[config.mk]
export PLATFORM = sky130hd
export DESIGN_NAME = generic_fifo_sc_prog_flat
export DESIGN_NICKNAME = d
export VERILOG_FILES = /design/src/rtl/generic_fifo_sc_prog_if.sv /design/src/rtl/generic_fifo_sc_prog.sv /design/src/flat_wrapper.sv
export SDC_FILE = /design/constraint.sdc
export NUM_CORES = 1
export LEC_CHECK = 0
export CORE_MARGIN = 2
export CORE_UTILIZATION = 45
export DETAILED_ROUTE_END_ITERATION = 8
export GPL_ROUTABILITY_DRIVEN = 0
export PLACE_DENSITY = 0.7
export SLEW_MARGIN = 10
export SYNTH_ARGS = -nofsm -noshare
export SYNTH_HDL_FRONTEND = slang
export SYNTH_SLANG_ARGS = --single-unit
[constraint.sdc]
create_clock -name clk -period 5.95 [get_ports clk]
set_input_delay 1.19 -clock clk [delete_from_list [all_inputs] [get_ports clk]]
set_output_delay 1.19 -clock clk [all_outputs]
set_load 0.005 [all_outputs]
[src/rtl/generic_fifo_sc_prog_if.sv]
// rtl/generic_fifo_sc_prog_if.sv - request/status bundle for the single-clock programmable FIFO
interface generic_fifo_sc_prog_if #(
    parameter int DW = 8,
    parameter int AW = 4
);
    logic          clr;
    logic [DW-1:0] din;
    logic          we;
    logic          re;
    logic [AW:0]   af_thr;
    logic [AW:0]   ae_thr;
    logic [DW-1:0] dout;
    logic          full;
    logic          empty;
    logic          full_n;
    logic          empty_n;
    logic [AW:0]   cnt;
    logic [1:0]    level;
    logic          ovf;
    logic          udf;

    modport master (
        output clr, din, we, re, af_thr, ae_thr,
        input  dout, full, empty, full_n, empty_n, cnt, level, ovf, udf
    );

    modport slave (
        input  clr, din, we, re, af_thr, ae_thr,
        output dout, full, empty, full_n, empty_n, cnt, level, ovf, udf
    );
endinterface

[src/rtl/generic_fifo_sc_prog.sv]
// rtl/generic_fifo_sc_prog.sv - single-clock FIFO with programmable almost-full/almost-empty and sticky errors
module generic_fifo_sc_prog #(
    parameter int DW   = 8,
    parameter int AW   = 4,
    parameter int FWFT = 0
) (
    input logic                    clk,
    input logic                    rst,
    generic_fifo_sc_prog_if.slave  f
);
    localparam int          D     = 1 << AW;
    localparam logic [AW:0] D_CNT = (AW+1)'(D);
    localparam logic [AW:0] Q1    = (AW+1)'(D / 4);
    localparam logic [AW:0] Q2    = (AW+1)'(D / 2);
    localparam logic [AW:0] Q3    = (AW+1)'((3 * D) / 4);

    logic [DW-1:0] mem [D];
    logic [AW-1:0] wr_ptr;
    logic [AW-1:0] rd_ptr;
    logic [AW:0]   cnt_q;
    logic [DW-1:0] dout_q;
    logic          ovf_q;
    logic          udf_q;
    logic          full_i;
    logic          empty_i;
    logic          wr_ok;
    logic          rd_ok;

    // Flags come only from the registered count; pointers carry no wrap bit.
    assign full_i  = (cnt_q == D_CNT);
    assign empty_i = (cnt_q == '0);
    assign wr_ok   = f.we & ~full_i & ~f.clr;
    assign rd_ok   = f.re & ~empty_i & ~f.clr;

    always_ff @(posedge clk) begin
        if (wr_ok) begin
            mem[wr_ptr] <= f.din;
        end
    end

    always_ff @(posedge clk or negedge rst) begin
        if (!rst) begin
            wr_ptr <= '0;
            rd_ptr <= '0;
            cnt_q  <= '0;
            dout_q <= '0;
            ovf_q  <= 1'b0;
            udf_q  <= 1'b0;
        end else if (f.clr) begin
            wr_ptr <= '0;
            rd_ptr <= '0;
            cnt_q  <= '0;
            dout_q <= '0;
            ovf_q  <= 1'b0;
            udf_q  <= 1'b0;
        end else begin
            if (wr_ok) wr_ptr <= wr_ptr + AW'(1);
            if (rd_ok) rd_ptr <= rd_ptr + AW'(1);
            case ({wr_ok, rd_ok})
                2'b10:   cnt_q <= cnt_q + (AW+1)'(1);
                2'b01:   cnt_q <= cnt_q - (AW+1)'(1);
                default: cnt_q <= cnt_q;
            endcase
            if (f.we && full_i)  ovf_q <= 1'b1;
            if (f.re && empty_i) udf_q <= 1'b1;
            if (rd_ok)           dout_q <= mem[rd_ptr];
        end
    end

    // FWFT shows the head word combinationally; zero while nothing is held.
    generate
        if (FWFT != 0) begin : g_fwft
            assign f.dout = empty_i ? '0 : mem[rd_ptr];
        end else begin : g_std
            assign f.dout = dout_q;
        end
    endgenerate

    always_comb begin
        f.level = 2'd3;
        if (cnt_q < Q1)      f.level = 2'd0;
        else if (cnt_q < Q2) f.level = 2'd1;
        else if (cnt_q < Q3) f.level = 2'd2;
    end

    assign f.cnt     = cnt_q;
    assign f.full    = full_i;
    assign f.empty   = empty_i;
    assign f.full_n  = (cnt_q >= f.af_thr);
    assign f.empty_n = (cnt_q <= f.ae_thr);
    assign f.ovf     = ovf_q;
    assign f.udf     = udf_q;
endmodule

[src/flat_wrapper.sv]
// flat-port wrapper written by rule: the top's interface ports become plain ports
module generic_fifo_sc_prog_flat 
#(
    parameter int DW   = 8,
    parameter int AW   = 4,
    parameter int FWFT = 0
)
  (clk, rst, f_clr, f_din, f_we, f_re, f_af_thr, f_ae_thr, f_dout, f_full, f_empty, f_full_n, f_empty_n, f_cnt, f_level, f_ovf, f_udf);
  generic_fifo_sc_prog_if #(.DW(DW), .AW(AW)) f_i ();
  input logic clk;
  input logic rst;
  input wire logic [$bits(f_i.clr)-1:0] f_clr;
  input wire logic [$bits(f_i.din)-1:0] f_din;
  input wire logic [$bits(f_i.we)-1:0] f_we;
  input wire logic [$bits(f_i.re)-1:0] f_re;
  input wire logic [$bits(f_i.af_thr)-1:0] f_af_thr;
  input wire logic [$bits(f_i.ae_thr)-1:0] f_ae_thr;
  output wire logic [$bits(f_i.dout)-1:0] f_dout;
  output wire logic [$bits(f_i.full)-1:0] f_full;
  output wire logic [$bits(f_i.empty)-1:0] f_empty;
  output wire logic [$bits(f_i.full_n)-1:0] f_full_n;
  output wire logic [$bits(f_i.empty_n)-1:0] f_empty_n;
  output wire logic [$bits(f_i.cnt)-1:0] f_cnt;
  output wire logic [$bits(f_i.level)-1:0] f_level;
  output wire logic [$bits(f_i.ovf)-1:0] f_ovf;
  output wire logic [$bits(f_i.udf)-1:0] f_udf;
  assign f_i.clr = f_clr;
  assign f_i.din = f_din;
  assign f_i.we = f_we;
  assign f_i.re = f_re;
  assign f_i.af_thr = f_af_thr;
  assign f_i.ae_thr = f_ae_thr;
  assign f_dout = f_i.dout;
  assign f_full = f_i.full;
  assign f_empty = f_i.empty;
  assign f_full_n = f_i.full_n;
  assign f_empty_n = f_i.empty_n;
  assign f_cnt = f_i.cnt;
  assign f_level = f_i.level;
  assign f_ovf = f_i.ovf;
  assign f_udf = f_i.udf;
  generic_fifo_sc_prog #(.DW(DW), .AW(AW), .FWFT(FWFT)) u_core (.clk(clk), .rst(rst), .f(f_i));
endmodule
==> impl_metrics.py <==
metrics = {
    "outcome": {
        "status": "complete, no violations",
    },
    "die": {
        "core_um2": 13930,
        "die-area_um2": 15330,
        "io_pins": 44,
        "fp.dieW_um": 123.8,
        "start_util_pct": 46.36,
        "rows": 43,
        "die_height_um": 123.8,
    },
    "placed_design": {
        "portBuffers": 43,
        "hpwlAfterDp_mm": 7.980,
        "pre_cts_ws_ns": 1.477,
    },
    "clock_tree": {
        "numCtsBuffers": 17,
        "cts_buffer_depth": 2,
        "cts.reportedPaths.clkPinSlew_ns": 0.06,
        "cts_setup_buffers": 0,
        "cts_tree": "yes",
        "clkLatencyLatePin_ns": 0.42,
        "cts-htree-levels": 4,
        "cts_sinks": 151,
        "cts_hold_repair.buffers": 0,
        "ctsResizeCount": 0,
        "root_buffer": "clkbuf_16",
    },
    "timing": {
        "setup_viol": 0,
        "fin_crit_sh_pct": 75.09,
        "clock_skew_ns": 0.005938,
        "hold_viol": 0,
        "final_max_slew_viol_count": 0,
        "tightest_slew_ns": 1.053,
        "period_needed_ns": 4.468,
        "setup_tns_ns": 0,
        "grt_setup_unrepaired": "no",
        "slew_headroom_pct": 29.61,
        "setup_slack_ns": 1.482,
        "fmax_mhz": 223.8,
    },
    "synth": {
        "synth-xor-area-share_pct": 1.220,
        "ys_async_sr_fraction_pct": 15.23,
        "synth_compound_area_share_pct": 3.777,
        "synth_edf_count": 128,
        "yosysSeqAreaShare_pct": 68.41,
        "syn_avg_cell_area_um2": 17.27,
        "synth_fa_ha_area_share_pct": 3.293,
        "synth_warnings": 0,
        "synth_cells": 374,
        "yosys.area_share.simple_pct": 6.179,
        "synth_area_um2": 6460,
        "ys_types": 47,
        "ys.flop_type": "edfxtp_1",
        "synth_top_family_by_area": "multiplexers",
        "syn_nets": 414,
        "synthMuxAreaShare_pct": 14.49,
        "ys_seq_elements": 151,
    },
    "run": {
        "maxCapViolCount": 0,
    },
    "final_layout": {
        "diodes": 0,
        "multi_input_area_um2": 1871,
        "fin_util_pct": 54.53,
        "fillers": 1083,
        "seq_area_um2": 4422,
        "fin_nets": 460,
        "drive_above_1_share_pct": 19.21,
        "syn2layout_area_growth_pct": 17.63,
    },
    "power": {
        "power.internal_mw": 2.188,
        "power_frac_clock_pct": 34.2,
        "power.static_leakage_nw": 2.600,
        "p_per_area_nw_per_um2": 391.3,
        "vdd_drop_max_mv": 0.2582,
        "p_switching_mw": 0.7850,
        "netSwitchingFraction_pct": 26.40,
        "power_frac_comb_pct": 22.2,
        "pwr-share-seq_pct": 43.5,
        "total_power_mw": 2.973,
    },
    "detailed_routing": {
        "drc": 0,
        "wl_per_cell_um": 19.00,
        "top_layer_used": "met4",
        "wl_met3_um": 718,
        "vias": 3314,
        "wirelength_mm": 11.63,
        "met1Wirelength_mm": 4.903,
        "first_iter_violations": 192,
        "ant_nets": 0,
        "dr.pass1.iters": 5,
        "viasPerCell": 5.415,
        "wl_met2_mm": 5.896,
    },
    "grt": {
        "overflow": 0,
        "antenna_found_initial": 0,
        "grt_pass1_wl_mm": 18.43,
        "grt_usage_pct": 17.03,
        "grt_max_degree": 36,
        "grt_pass1_vias": 3360,
    },
    "setup_path": {
        "cp.arrival_ns": 3.28,
        "criticalPathCategory": "in -> out",
        "crit_start": "f_ae_thr[1]",
        "ff2ff_path_depth": 8,
        "r2r_end": "u_core.f.cnt[4]",
        "cp_data_required_time_ns": 4.76,
        "reg2reg_slack_ns": 3.19,
        "crit_path_max_fanout": 2,
        "worstSetupEndpointType": "primary output",
        "r2r_start": "u_core.f.cnt[2]",
        "crit_end": "f_empty_n",
        "startpoint_type": "primary input",
    },
    "hold_path": {
        "hold-path-cell-count": 2,
        "worstHoldPathType": "reg -> reg",
    },
}
==> cells by family (layout without fill, tap and decap cells) <==
logic type               Yosys count  count (layout)
multiplexers                      43              43
AO/OA/AOI/OAI                     36              36
buffers and inverters             34              92
XOR/XNOR                           9               9
adder cells (fa/ha/maj)           17              17
AND/OR/NAND/NOR                   84              84
flip-flops                       151             151
==> stage by stage <==
stage                     instance area (um^2)  hold slack (ns)  instances
after floorplan                           6460           0.4859        374
after global routing                      7599           0.5296        612
after CTS                                 7599           0.5013        612
after global placement                    7038           0.4801        581
after detailed placement                  7038           0.4870        581
final                                     7599           0.4978        612
==> metal layers <==
layer,global-route usage [%],vias to the layer above
met1,21.28,1662
met2,28.06,94
li1,-,1544
met4,5.256,0
met3,5.998,14
met5,0,-
==> critical path, cell delays in order <==
cell and delay, ns:
clkdlybuf4s50_1 0.46, inv_1 0.05, ha_1 0.29, nor2b_1 0.14
o21a_1 0.17, o21a_1 0.16, o21a_1 0.16, o22ai_1 0.13
clkdlybuf4s50_1 0.52
==> flip-flops by register name (all words and copies together), names as in the netlist <==
signal / flops
u_core.f.ovf: 1
u_core.f.dout: 8
u_core.mem: 128
u_core.f.cnt: 5
u_core.wr_ptr: 4
u_core.f.udf: 1
u_core.rd_ptr: 4
==> power groups by stage <==
stage          Sequential, mW  Clock [mW]  Combinational [mW]
2_1_floorplan            1.27           0               0.467
3_3_place_gp             1.31           0               0.649
3_5_place_dp             1.32           0               0.669
4_1_cts                  1.30        1.04               0.672
5_1_grt                  1.31        1.08               0.734
6_report                 1.29        1.02               0.661
==> placed cells by master (no fill, tap or decap), types with 4 or more instances in the layout <==
cell type,n
xnor2_1,4
nor3_1,5
dfrtp_1,21
inv_1,12
buf_4,6
ha_1,17
o21a_1,4
clkbuf_16,17
a21oi_1,14
nand2_1,29
nand3_1,6
clkdlybuf4s50_1,43
edfxtp_1,128
nor2_1,26
xor2_1,5
a21o_1,5
mux4_2,40
==> worst min-delay path by stage <==
stage                 startpoint  slack (ns)      endpoint
global route        u_core.f.udf        0.53  u_core.f.udf
global placement    u_core.f.ovf        0.48  u_core.f.ovf
CTS                 u_core.f.udf        0.50  u_core.f.udf
detailed placement  u_core.f.udf        0.49  u_core.f.udf
floorplan           u_core.f.udf        0.49  u_core.f.udf
finish              u_core.f.udf        0.50  u_core.f.udf
==> cells in the mapped netlist, types with 2 or more instances <==
library cell / count / area [um^2]
xnor2_1: 4 / 35.03
nor3_1: 5 / 25.02
xor2_1: 5 / 43.79
inv_1: 12 / 45.04
buf_6: 2 / 22.52
or2_2: 2 / 12.51
buf_2: 4 / 20.02
nand4_1: 2 / 12.51
nand2b_1: 3 / 18.77
a211oi_1: 2 / 15.01
buf_1: 2 / 7.510
a21o_1: 5 / 37.54
edfxtp_1: 128 / 3844
nor2_1: 26 / 97.59
mux4_2: 40 / 900.9
buf_4: 4 / 30.03
dfrtp_1: 23 / 575.6
nor2b_1: 3 / 18.77
a21oi_1: 14 / 70.07
mux2i_1: 2 / 20.02
o21a_1: 4 / 30.03
clkbuf_1: 8 / 30.03
nand3_1: 6 / 30.03
ha_1: 17 / 212.7
nand2_1: 29 / 108.9
==> final cells by class <==
cell class,instances,share of cell area (%)
clock inverters,12,1.680
multi-input cells,189,24.62
well taps,180,2.964
inverters,12,0.5928
clock buffers,19,5.697
repair buffers,49,6.257
flip-flops and latches,151,58.19
Note: power is estimated with default switching activity, not from simulation.
